==> config.mk <==
export PLATFORM = sky130hd
export DESIGN_NAME = fifo
export DESIGN_NICKNAME = d
export VERILOG_FILES = /design/src/rtl/fifo_pkg.sv /design/src/rtl/fifo_mem.sv /design/src/rtl/fifo.sv
export SDC_FILE = /design/constraint.sdc
export NUM_CORES = 1
export LEC_CHECK = 0
export CAP_MARGIN = 30
export CORE_ASPECT_RATIO = 0.5
export CORE_UTILIZATION = 40
export CTS_CLUSTER_SIZE = 16
export DETAILED_ROUTE_END_ITERATION = 12
export HOLD_SLACK_MARGIN = 0.06
export PLACE_DENSITY = 0.6
export SETUP_SLACK_MARGIN = 0.2
export SKIP_CTS_REPAIR_TIMING = 1
export SLEW_MARGIN = 15
export SYNTH_ARGS = -nofsm -noshare
export SYNTH_HDL_FRONTEND = slang
export SYNTH_SLANG_ARGS = --single-unit
==> constraint.sdc <==
create_clock -name clk -period 5 [get_ports clk]
set_input_delay 1 -clock clk [delete_from_list [all_inputs] [get_ports clk]]
set_output_delay 1 -clock clk [all_outputs]
set_load 0.05 [all_outputs]
==> src/rtl/fifo_pkg.sv <==
// -----------------------------------------------------------------------------
// fifo_pkg
// Shared constants and types for the synchronous byte FIFO.
//   FIFO_DATA_WIDTH : default word width in bits
//   FIFO_DEPTH      : default number of entries (power of two)
//   FIFO_ADDR_WIDTH : default pointer width, log2(FIFO_DEPTH)
//   fifo_data_t     : one stored word
//   fifo_ptr_t      : one read/write pointer
// -----------------------------------------------------------------------------
package fifo_pkg;

  localparam int FIFO_DATA_WIDTH = 8;
  localparam int FIFO_DEPTH      = 16;
  localparam int FIFO_ADDR_WIDTH = 4;

  typedef logic [FIFO_DATA_WIDTH-1:0] fifo_data_t;
  typedef logic [FIFO_ADDR_WIDTH-1:0] fifo_ptr_t;

endpackage : fifo_pkg

==> src/rtl/fifo_mem.sv <==
// -----------------------------------------------------------------------------
// fifo_mem
// Simple dual-port register array for the FIFO: one synchronous write port
// and one synchronous read port whose registered output is the FIFO read data.
// The array itself is never reset; only the read-data register is.
// Ports:
//   clk_i   : clock, rising edge
//   rst_i   : synchronous active-high reset, clears the read-data register
//   we_i    : write strobe (already qualified by the caller)
//   waddr_i : write address
//   wdata_i : write data
//   re_i    : read strobe (already qualified by the caller)
//   raddr_i : read address
//   rdata_o : registered read data, holds when re_i is low
// -----------------------------------------------------------------------------
module fifo_mem
  import fifo_pkg::*;
#(
  parameter int DATA_WIDTH = FIFO_DATA_WIDTH,
  parameter int DEPTH      = FIFO_DEPTH,
  parameter int ADDR_WIDTH = FIFO_ADDR_WIDTH
) (
  input  logic                  clk_i,
  input  logic                  rst_i,
  input  logic                  we_i,
  input  logic [ADDR_WIDTH-1:0] waddr_i,
  input  logic [DATA_WIDTH-1:0] wdata_i,
  input  logic                  re_i,
  input  logic [ADDR_WIDTH-1:0] raddr_i,
  output logic [DATA_WIDTH-1:0] rdata_o
);

  logic [DATA_WIDTH-1:0] mem_q [DEPTH];
  logic [DATA_WIDTH-1:0] rdata_q;
  logic [DATA_WIDTH-1:0] rdata_d;

  // Storage: written only on an accepted write, contents survive reset.
  always_ff @(posedge clk_i) begin
    if (we_i) begin
      mem_q[waddr_i] <= wdata_i;
    end
  end

  // Read data only moves on an accepted read; otherwise the last word is held.
  always_comb begin
    rdata_d = rdata_q;
    if (re_i) begin
      rdata_d = mem_q[raddr_i];
    end
  end

  // Read-data register: reset wins over a read in the same cycle.
  always_ff @(posedge clk_i) begin
    if (rst_i) begin
      rdata_q <= '0;
    end else begin
      rdata_q <= rdata_d;
    end
  end

  assign rdata_o = rdata_q;

endmodule : fifo_mem

==> src/rtl/fifo.sv <==
// -----------------------------------------------------------------------------
// fifo
// Synchronous single-clock FIFO (default 16 x 8) with registered read data and
// combinational full/empty status derived from the occupancy count. Writes to
// a full FIFO and reads from an empty FIFO are dropped without side effects.
//
// Optional feature macro: FIFO_ERR_FLAGS_EN
//   When defined, adds sticky 'overflow' / 'underflow' outputs that record a
//   dropped write / dropped read respectively; both clear only on reset.
//
// Ports:
//   d         : write data
//   we        : write enable
//   re        : read enable
//   clk       : clock, all state updates on the rising edge
//   rst       : synchronous active-high reset (priority over we/re)
//   empty     : FIFO holds 0 entries
//   full      : FIFO holds DEPTH entries
//   out       : registered read data, updated on the edge a read is accepted
//   overflow  : (FIFO_ERR_FLAGS_EN only) sticky dropped-write flag
//   underflow : (FIFO_ERR_FLAGS_EN only) sticky dropped-read flag
// -----------------------------------------------------------------------------
module fifo
  import fifo_pkg::*;
#(
  parameter int DATA_WIDTH = FIFO_DATA_WIDTH,
  parameter int DEPTH      = FIFO_DEPTH,
  parameter int ADDR_WIDTH = FIFO_ADDR_WIDTH
) (
  input  logic [DATA_WIDTH-1:0] d,
  input  logic                  we,
  input  logic                  re,
  input  logic                  clk,
  input  logic                  rst,
  output logic                  empty,
  output logic                  full,
  output logic [DATA_WIDTH-1:0] out
`ifdef FIFO_ERR_FLAGS_EN
  ,
  output logic                  overflow,
  output logic                  underflow
`endif
);

  // Count needs one extra bit so that "DEPTH entries" is distinguishable
  // from "0 entries" while the pointers themselves alias.
  localparam logic [ADDR_WIDTH:0] FULL_CNT = (ADDR_WIDTH+1)'(DEPTH);

  logic [ADDR_WIDTH-1:0] wptr_q, wptr_d;
  logic [ADDR_WIDTH-1:0] rptr_q, rptr_d;
  logic [ADDR_WIDTH:0]   count_q, count_d;

  logic wr_ok;
  logic rd_ok;

  // Status comes straight from the registered count.
  assign empty = (count_q == '0);
  assign full  = (count_q == FULL_CNT);

  // Both accept decisions look at the pre-edge status, so a full FIFO with
  // we=re=1 only reads and an empty FIFO with we=re=1 only writes.
  assign wr_ok = we && !full;
  assign rd_ok = re && !empty;

  always_comb begin
    wptr_d  = wptr_q;
    rptr_d  = rptr_q;
    count_d = count_q;
    // Pointers wrap through natural ADDR_WIDTH overflow.
    if (wr_ok) begin
      wptr_d = wptr_q + 1'b1;
    end
    if (rd_ok) begin
      rptr_d = rptr_q + 1'b1;
    end
    if (wr_ok && !rd_ok) begin
      count_d = count_q + 1'b1;
    end else if (rd_ok && !wr_ok) begin
      count_d = count_q - 1'b1;
    end
  end

  always_ff @(posedge clk) begin
    if (rst) begin
      wptr_q  <= '0;
      rptr_q  <= '0;
      count_q <= '0;
    end else begin
      wptr_q  <= wptr_d;
      rptr_q  <= rptr_d;
      count_q <= count_d;
    end
  end

  // The memory sees reset-qualified strobes so nothing is stored or read
  // on a reset edge; read data itself is cleared inside the memory.
  fifo_mem #(
    .DATA_WIDTH (DATA_WIDTH),
    .DEPTH      (DEPTH),
    .ADDR_WIDTH (ADDR_WIDTH)
  ) u_mem (
    .clk_i   (clk),
    .rst_i   (rst),
    .we_i    (wr_ok && !rst),
    .waddr_i (wptr_q),
    .wdata_i (d),
    .re_i    (rd_ok && !rst),
    .raddr_i (rptr_q),
    .rdata_o (out)
  );

`ifdef FIFO_ERR_FLAGS_EN
  logic overflow_q, overflow_d;
  logic underflow_q, underflow_d;

  // Sticky: once a dropped access is seen the flag stays up until reset.
  always_comb begin
    overflow_d  = overflow_q  || (we && full);
    underflow_d = underflow_q || (re && empty);
  end

  always_ff @(posedge clk) begin
    if (rst) begin
      overflow_q  <= 1'b0;
      underflow_q <= 1'b0;
    end else begin
      overflow_q  <= overflow_d;
      underflow_q <= underflow_d;
    end
  end

  assign overflow  = overflow_q;
  assign underflow = underflow_q;
`endif

endmodule : fifo

* Yosys cells after proc, flatten, opt, wreduce, memory -nomap -nowiden
Memory sizes are Yosys's and may differ from the RTL's. A register that Yosys moved wholly into a read port is not among the register bits.
Cells that the tools add are included.
** Storage, ports and cells
- Word-level logic and storage cells :: 26
- Memory bits (writable) :: 128
- Memories kept :: 1
- Flip-flop bits (word level) :: 13
- Output and inout bits :: 10
** Memory list
- u_mem.mem_q :: words 16, bits a word 8, rd ports 1, clocked after Yosys merged registers in 1, wr ports 1, line fifo_mem.sv:33 : logic [DATA_WIDTH-1:0] mem_q [DEPTH];
** Cells by class
- Add/subtract/negate cells :: 4
- Reduce and logical (&&, ||, !) cells :: 13
- Mux-type cells :: 4
- Eq/ne operators :: 1
** Operators by type and width (number)
- 2-to-1 mux 5 bit :: 2
- adder 4 x 1 -> 4 bit (second input constant) :: 2
- logical AND 1 bit :: 6
- adder 5 x 1 -> 5 bit (second input constant) :: 1
- == test 5 bit (second input constant) :: 1
- logical NOT 1 bit :: 5
- logical NOT 5 bit :: 1
- subtractor 5 x 1 -> 5 bit (second input constant) :: 1
- 2-to-1 mux 1 bit :: 2
- nonzero test 2 bit :: 1

* Logic depth before layout (Yosys ltp)
Gate-level depths: netlist (run 1).
- Depth in word-level cells :: 7
- Mapped depth :: 11

* By module
Synthesis (run 1) repeated with hierarchy kept, for this count alone.
** Unflattened totals
- Cells, all modules :: 394
- Area total of the unflattened synthesis :: 6072.1 µm²
** Modules (own cells, without submodules)
- fifo_mem :: times used 1, area an instance 5343.9 µm², cells each 316, seq. area each 4003.8 µm²
- fifo :: times used 1, area an instance 728.2 µm², cells each 78, seq. area each 260.2 µm²

* Least setup slack after synthesis (run 1)
OpenSTA, ideal clock, no wires.
- Path kind :: input port to flip-flop
- From :: input port re
- To :: register count_q[4]
- Setup slack :: 1.854 ns
- Library setup time :: 0.121 ns
- Arrival :: 3.025 ns
- Path buffers :: 1
- Cell stages on the path :: 10
- Required time :: 4.879 ns
- Path through :: a21boi_2 > buf_4 > inv_1 > ha_1 > inv_1 > ha_1 > a21o_1 > a21oi_1 > mux2i_1 > mux2_2
** Between the ends
- Word-level cells in the longest chain between the ends :: 4
** Ends and longest elaborated chain
- from (decl) :: line fifo.sv:32 : input logic re,
- logical AND 1 bit * :: line fifo.sv:63 : assign rd_ok = re && !empty;
- logical NOT 1 bit :: line fifo.sv:76 : if (wr_ok && !rd_ok) begin
- logical AND 1 bit :: line fifo.sv:76
- 2-to-1 mux 5 bit or nonzero test 2 bit (tied branches)
- to (signal assigned) :: line fifo.sv:91 : count_q <= count_d;
- to (decl) :: line fifo.sv:51 : logic [ADDR_WIDTH:0] count_q, count_d;
Mark *: on every way between the ends. The rest lies on a longest branch, timed or not.
A chain may end at the register's enable or synchronous reset.

* Worst setup path after layout (run 1)
- From :: input port we
- To :: register count_q[4]
** Between the ends
- Word-level cells in the longest chain between the ends :: 4
** Ends and longest elaborated chain
- from (decl) :: line fifo.sv:31 : input logic we,
- logical AND 1 bit * :: line fifo.sv:62 : assign wr_ok = we && !full;
- via wr_ok :: line fifo.sv:53 : logic wr_ok;
- logical NOT 1 bit :: line fifo.sv:78 : end else if (rd_ok && !wr_ok) begin
- logical AND 1 bit :: line fifo.sv:78
- nonzero test 2 bit (no line)
The timed path passes the listed nets; every way through them passes the cells marked *.

==> results of run 1 <==
critical path: cells and delay by family:
family / cells / cell delay [ns]
compound gates: 3 / 0.89
fa+ha+maj: 2 / 0.68
buf+inv: 2 / 0.66
mux: 2 / 0.61
synthesized netlist by cell type, types with 5 or more instances:
cell                       count
sky130_fd_sc_hd__a311oi_1      5
sky130_fd_sc_hd__buf_2         9
sky130_fd_sc_hd__dfxtp_1      21
sky130_fd_sc_hd__edfxtp_1    128
sky130_fd_sc_hd__ha_1          9
sky130_fd_sc_hd__mux2i_1      44
sky130_fd_sc_hd__mux4_2       12
sky130_fd_sc_hd__nand2_1       8
sky130_fd_sc_hd__nor2_1       47
sky130_fd_sc_hd__o22ai_1      20
sky130_fd_sc_hd__xor2_1        6
report_power, final:
group	total [mW]	internal [mW]	switching (mW)
Combinational	0.850	0.322	0.528
Sequential	1.49	1.42	0.0633
Clock	1.20	0.708	0.493
Total	3.54	2.45	1.08
state kept, by name, indices dropped and copies added (netlist names):
signal	count
count_q	5
rptr_q	4
u_mem.mem_q	128
u_mem.rdata_o	8
wptr_q	4
logic make-up (layout without fill, tap and decap cells):
kind of cell               count (synthesis)  count (layout)  share of synthesized area, %
adders and majority gates                 10              10                          2.20
muxes                                     57              57                          12.0
DFF                                      149             149                          70.9
and+or+nand+nor                           75              75                          5.74
AOI/OAI and AO/OA                         44              44                          5.72
buffers and inverters                     24              62                          2.18
xor gates and xnor gates                   9               9                          1.31
stage by stage:
stage	std cells	instance area (um2)
after floorplan	368	6020
after CTS	604	6960
after global placement	572	6390
after detailed placement	572	6390
final	604	6960
after global routing	604	6960
cell type report:
class / instances / area, um2
clock buffers: 22 / 497
multi-input cells: 195 / 1620
flip-flops and latches: 149 / 4270
clock inverters: 10 / 70.1
inverters: 5 / 18.8
repair buffers: 25 / 240
fillers: 1236 / 7620
well taps: 198 / 248
metal layers:
metal | share of wire (%) | up-vias | track usage, %
li1 | - | 1478 | -
met3 | 5.4 | 16 | 4.30
met4 | 1.0 | 0 | 5.85
met5 | 0 | - | 0
met1 | 46 | 1654 | 23.3
met2 | 48 | 95 | 28.0
worst max path at each step:
stage / from / endpoint / slack, ns
finish: we / count_q[4] / 1.45
global route: we / count_q[4] / 1.33
CTS: we / count_q[4] / 1.49
detailed placement: we / count_q[4] / 1.07
global placement: we / count_q[4] / 1.19
floorplan: re / count_q[4] / 1.85
placed cells by master, fill, tap and decap left out, types with 2 or more instances in the layout:
cell                              Yosys  layout
sky130_fd_sc_hd__a21o_1               2       2
sky130_fd_sc_hd__clkdlybuf4s50_1      0      21
sky130_fd_sc_hd__o211ai_1             3       3
sky130_fd_sc_hd__nor2_1              47      47
sky130_fd_sc_hd__nand3b_1             4       4
sky130_fd_sc_hd__ha_1                 9       9
sky130_fd_sc_hd__clkinv_2             0       4
sky130_fd_sc_hd__a21oi_1              3       3
sky130_fd_sc_hd__a22oi_1              4       4
sky130_fd_sc_hd__and3_1               2       2
sky130_fd_sc_hd__clkinv_4             0       5
sky130_fd_sc_hd__or3_1                2       2
sky130_fd_sc_hd__nand2_1              8       8
sky130_fd_sc_hd__xor2_1               6       6
sky130_fd_sc_hd__mux2i_1             44      44
sky130_fd_sc_hd__dfxtp_1             21      20
sky130_fd_sc_hd__o22ai_1             20      20
sky130_fd_sc_hd__a311oi_1             5       5
sky130_fd_sc_hd__a311oi_2             3       3
sky130_fd_sc_hd__mux4_2              12      12
sky130_fd_sc_hd__nor2b_1              2       2
sky130_fd_sc_hd__nor3_1               4       4
sky130_fd_sc_hd__buf_4                2       4
sky130_fd_sc_hd__edfxtp_1           128     128
sky130_fd_sc_hd__xnor2_1              3       3
sky130_fd_sc_hd__clkbuf_1             4       2
sky130_fd_sc_hd__clkbuf_16            0      19
sky130_fd_sc_hd__or3b_1               2       2
sky130_fd_sc_hd__inv_1                4       4
==> run metrics, run 1 <==
endpoint of the lowest-slack register-to-register path=count_q[4]; maximum capacitance violations=0; hold_ws=0.526 ns; synth unique cells=39; Lkg Pwr=2.20 nW; dominant synthesized flop cell=sky130_fd_sc_hd__edfxtp_1; TritonCTS clock tree=done; kind of critical path=in -> reg; worst hold path type=reg -> reg; maximum resistive drop on vdd=0.252 mV; half-perimeter wire length after detailed placement=~8100 um; sort of element at the start of the critical path=input port; critical path cell sequence=clkdlybuf4s50_1, a21boi_1, ha_1, inv_1, fa_1, a21o_1, a21oi_1, mux2i_1, mux2_2; overall global routing resource usage=around 17%; clock root cell=sky130_fd_sc_hd__clkbuf_16; clk_lat worst skew=approximately 0.42 ns; Crit. End Element=flop; Max Buffers Root-to-Sink=2; reg-to-reg slack, setup=~2 ns; Final WS setup=about 1.5 ns; fraction of the yosys area taken by sequential cells=between 70% and 80%; mapped cell area=approximately 0.006 mm2; Final Critical Period=between 3 and 4 ns; number of flops mapped to enable cells by yosys=between 100 and 150; Least-Margin Pin Slew=0.856 ns; count of port buffers added during placement=21; number of iterations in the first detailed-routing pass=4; instance count along the most critical hold path=2; Antenna Diode Count=0; detail-routed net length per standard cell=approximately 21 um; placeable core region=around 0.015 mm2; worst slack after detailed placement=1.07 ns; vias in the first global route=between 3,000 and 4,000; RSZ-0062 raised after global routing=no; violation count after the first detailed-routing iteration=319; post-route antenna net violation count=0; die boundary width=~180 um; Inserted Clock Buffers=17; cell count after synthesis=about 370; required time at the endpoint of the critical path=between 5 and 6 ns; initial antenna violation count=0; std cell rows=31; cell with the biggest individual delay on the critical path=sky130_fd_sc_hd__clkdlybuf4s50_1; Max stage delay on crit path=approximately 0.55 ns; endpoints failing hold=0; last weighted congestion value of the routability-driven placer=between 0.8 and 0.9; WHS Endpoint=u_mem.rdata_o[4]; Layout Nets=a little over 400; outcome=completed; die extent in y=slightly below 90 um; DRC violations left=0; area fraction of the dominant cell type after synthesis=a little under two thirds; worst-path maximum fanout=6; clk_skew=approximately 0.0089 ns; power density cells=~510 mW/mm2; share of layout cells above drive strength 1=13.8%; overall via count from detail_route=between 3,000 and 4,000; fraction of the core area covered by cells at the end of the flow=a little under half; most area-hungry cell type in the Yosys netlist=sky130_fd_sc_hd__edfxtp_1; die area=0.0156 mm2; grt ovf=0; final number of max-transition violations=0; worst relative slew slack=42.8%; flop and latch count out of synthesis=roughly 150; synthesized area per cell=16.4 um2; origin of the worst min-delay path=u_mem.rdata_o[4]; # IOs=22; global-route wire length before repair=around 19,000 um; warnings from Yosys=0; number of clock sinks=~150; highest attainable clock frequency=around 280 MHz; Final period util=between 70% and 80%; effective utilization at floorplan=41.3%; top area cells in the synthesized netlist=sky130_fd_sc_hd__edfxtp_1 (64%), sky130_fd_sc_hd__mux2i_1 (7.3%), sky130_fd_sc_hd__dfxtp_1 (7.0%); pin count of the biggest net entering global routing=39; vias per inst=around 5.4; sum of negative setup slack=0 ns; reg-to-reg critical path startpoint=count_q[0]; sum of routed wire length over all layers=12,500 um; deepest level of the CTS H-tree=4; clock transition at the registers of the reported paths=~0.06 ns; synthesized net count=between 300 and 400; Async SR Flop Fraction=0%; Final Power=approximately 3.5 mW; worst endpoint data arrival time=roughly 3.9 ns; length in cells of the worst reg-to-reg path=11; count of final setup violators=0; layout overhead on the synthesized area=15.7%
Note: power is estimated with default switching activity, not from simulation.
==> inputs of run 2 (changes only) <==
--- a/config.mk
+++ b/config.mk
@@ -11,7 +11,7 @@
 export CTS_CLUSTER_SIZE = 16
 export DETAILED_ROUTE_END_ITERATION = 12
 export HOLD_SLACK_MARGIN = 0.06
-export PLACE_DENSITY = 0.6
+export PLACE_DENSITY = 0.62
 export SETUP_SLACK_MARGIN = 0.2
 export SKIP_CTS_REPAIR_TIMING = 1
 export SLEW_MARGIN = 15
==> constraint.sdc (replaced) <==
create_clock -name clk -period 3.1 [get_ports clk]
set_input_delay 0.62 -clock clk [delete_from_list [all_inputs] [get_ports clk]]
set_output_delay 0.62 -clock clk [all_outputs]
set_load 0.05 [all_outputs]
==> run metrics, run 2 (synthesis results as in run 1) <==
RSZ-0062 raised after global routing=no; Final period util=approximately 86%; count of final setup violators=0; post-route antenna net violation count=0; DP Cell Count=about 600; last weighted congestion value of the routability-driven placer=a little under 0.8; # IOs=22; Crit. End Element=output port; TritonCTS clock tree=done; outcome=completed; multi-input combinational cell area=between 0.0015 and 0.002 mm2; hold_ws=~0.50 ns; sum of routed wire length over all layers=~12,000 um; effective utilization at floorplan=about two fifths; worst endpoint data arrival time=around 2.0 ns; Least-Margin Pin Slew=around 0.73 ns; vias in the first global route=between 3,000 and 4,000; global-route wire length before repair=between 15,000 and 20,000 um; sum of negative setup slack=0 ns; overall via count from detail_route=3,261; endpoints failing hold=0; area taken by flip-flops and latches=0.00427 mm2; number of iterations in the first detailed-routing pass=4; most flop-heavy register=u_mem.mem_q; final number of max-transition violations=0; max reg flops=between 100 and 150; worst relative slew slack=51.4%; kind of critical path=reg -> out; die boundary width=about 180 um; die area=0.0156 mm2; grt ovf=0; required time at the endpoint of the critical path=around 2.5 ns; worst slack after detailed placement=0.0725 ns; cell with the biggest individual delay on the critical path=sky130_fd_sc_hd__or4_1; sort of element at the start of the critical path=flop; Lkg Pwr=2.33 nW; die extent in y=roughly 89 um; Layout Nets=438; origin of the worst min-delay path=u_mem.rdata_o[6]; Antenna Diode Count=0; critical path cell sequence=or4_1, nor2_1, dlymetal6s2s_1; clock transition at the registers of the reported paths=~0.06 ns; placeable core region=0.0146 mm2; share of layout cells above drive strength 1=18.2%; count of port buffers added during placement=21; highest attainable clock frequency=approximately 380 MHz; clock root cell=sky130_fd_sc_hd__clkbuf_16; reg-to-reg critical path startpoint=count_q[0]; worst-path maximum fanout=6; final cell count without fillers=roughly 630; clk_lat worst skew=0.42 ns; initial antenna violation count=0; detail-routed net length per standard cell=19.6 um; Final Power=about 5.6 mW; top library cells by usage in the layout, fill and taps aside=sky130_fd_sc_hd__edfxtp_1 (128), sky130_fd_sc_hd__nor2_1 (47), sky130_fd_sc_hd__mux2i_1 (44); Final WS setup=roughly 0.44 ns; vias per inst=approximately 5.2; Max stage delay on crit path=0.69 ns; leading cell type in the layout, fill and taps excluded=sky130_fd_sc_hd__edfxtp_1; DRC violations left=0; Final Critical Period=2.66 ns; number of clock sinks=149; power density cells=around 790 mW/mm2; clk_skew=just over 0.01 ns; overall global routing resource usage=~17%; deepest level of the CTS H-tree=4; instance count along the most critical hold path=2; violation count after the first detailed-routing iteration=around 270; std cell rows=31; worst hold path type=reg -> reg; endpoint of the lowest-slack register-to-register path=count_q[4]; reg-to-reg slack, setup=around 0.49 ns; Inserted Clock Buffers=17; layout overhead on the synthesized area=18.2%; maximum resistive drop on vdd=0.348 mV; pin count of the biggest net entering global routing=25; maximum capacitance violations=0; length in cells of the worst reg-to-reg path=10; fillers=1,250; Max Buffers Root-to-Sink=2; WHS Endpoint=u_mem.rdata_o[6]; half-perimeter wire length after detailed placement=about 8200 um
[run 2: cell count changes in the layout (fill, tap and decap cells not counted), moves of 2 or more]
cell | previous run | this run
sky130_fd_sc_hd__clkdlybuf4s50_1 | 21 | 19
sky130_fd_sc_hd__clkinv_4 | 5 | 2
sky130_fd_sc_hd__clkbuf_1 | 2 | 0
sky130_fd_sc_hd__dlymetal6s2s_1 | 0 | 2
sky130_fd_sc_hd__clkbuf_16 | 19 | 17
sky130_fd_sc_hd__clkinvlp_4 | 0 | 3
sky130_fd_sc_hd__buf_4 | 4 | 27
sky130_fd_sc_hd__clkinv_1 | 0 | 3
[run 2: power breakdown]
part | switching, mW | internal (mW)
Clock | 0.790 | 1.09
Sequential | 0.108 | 2.29
Combinational | 0.830 | 0.538
[run 2: final cells by class]
cell class	instances	share of cell area, %
clock buffer	17	5.98
clock inverter	15	1.62
inverter	5	0.264
multi-input combinational	195	22.8
sequential	149	60.0
tap	198	3.48
timing repair buffer	48	5.88
[run 2: worst max-delay path by stage]
stage,start,to,slack [ns],depth (start not counted)
global route,count_q[0],count_q[4],0.31,10
finish,count_q[0],full,0.44,3
global placement,we,count_q[4],0.09,9
floorplan,re,count_q[4],0.33,10
CTS,count_q[0],full,0.03,3
detailed placement,we,count_q[4],0.07,9
[run 2: metrics by stage]
step / cell area (um2) / util [%]
2_1_floorplan: 6020 / -
3_3_place_gp: 6570 / 45.0
3_5_place_dp: 6570 / 45.0
4_1_cts: 7110 / 48.7
5_1_grt: 7110 / 48.8
6_report: 7110 / 48.8
[run 2: layer usage]
metal  global-route usage [%]  part of all wire (%)  vias up
li1                         -                     -     1528
met1                     23.9                    49     1647
met2                     26.7                    45       72
met3                     3.74                   5.0       14
met4                     6.40                   1.1        0
met5                        0                     0        -
[run 2: worst max-delay path: cells and delay by family, from the launching register on]
| family | cells | cell delay [ns] |
|---|---|---|
| simple gates | 2 | 0.82 |
| buf+inv | 1 | 0.43 |
| flops | 1 | 0.37 |
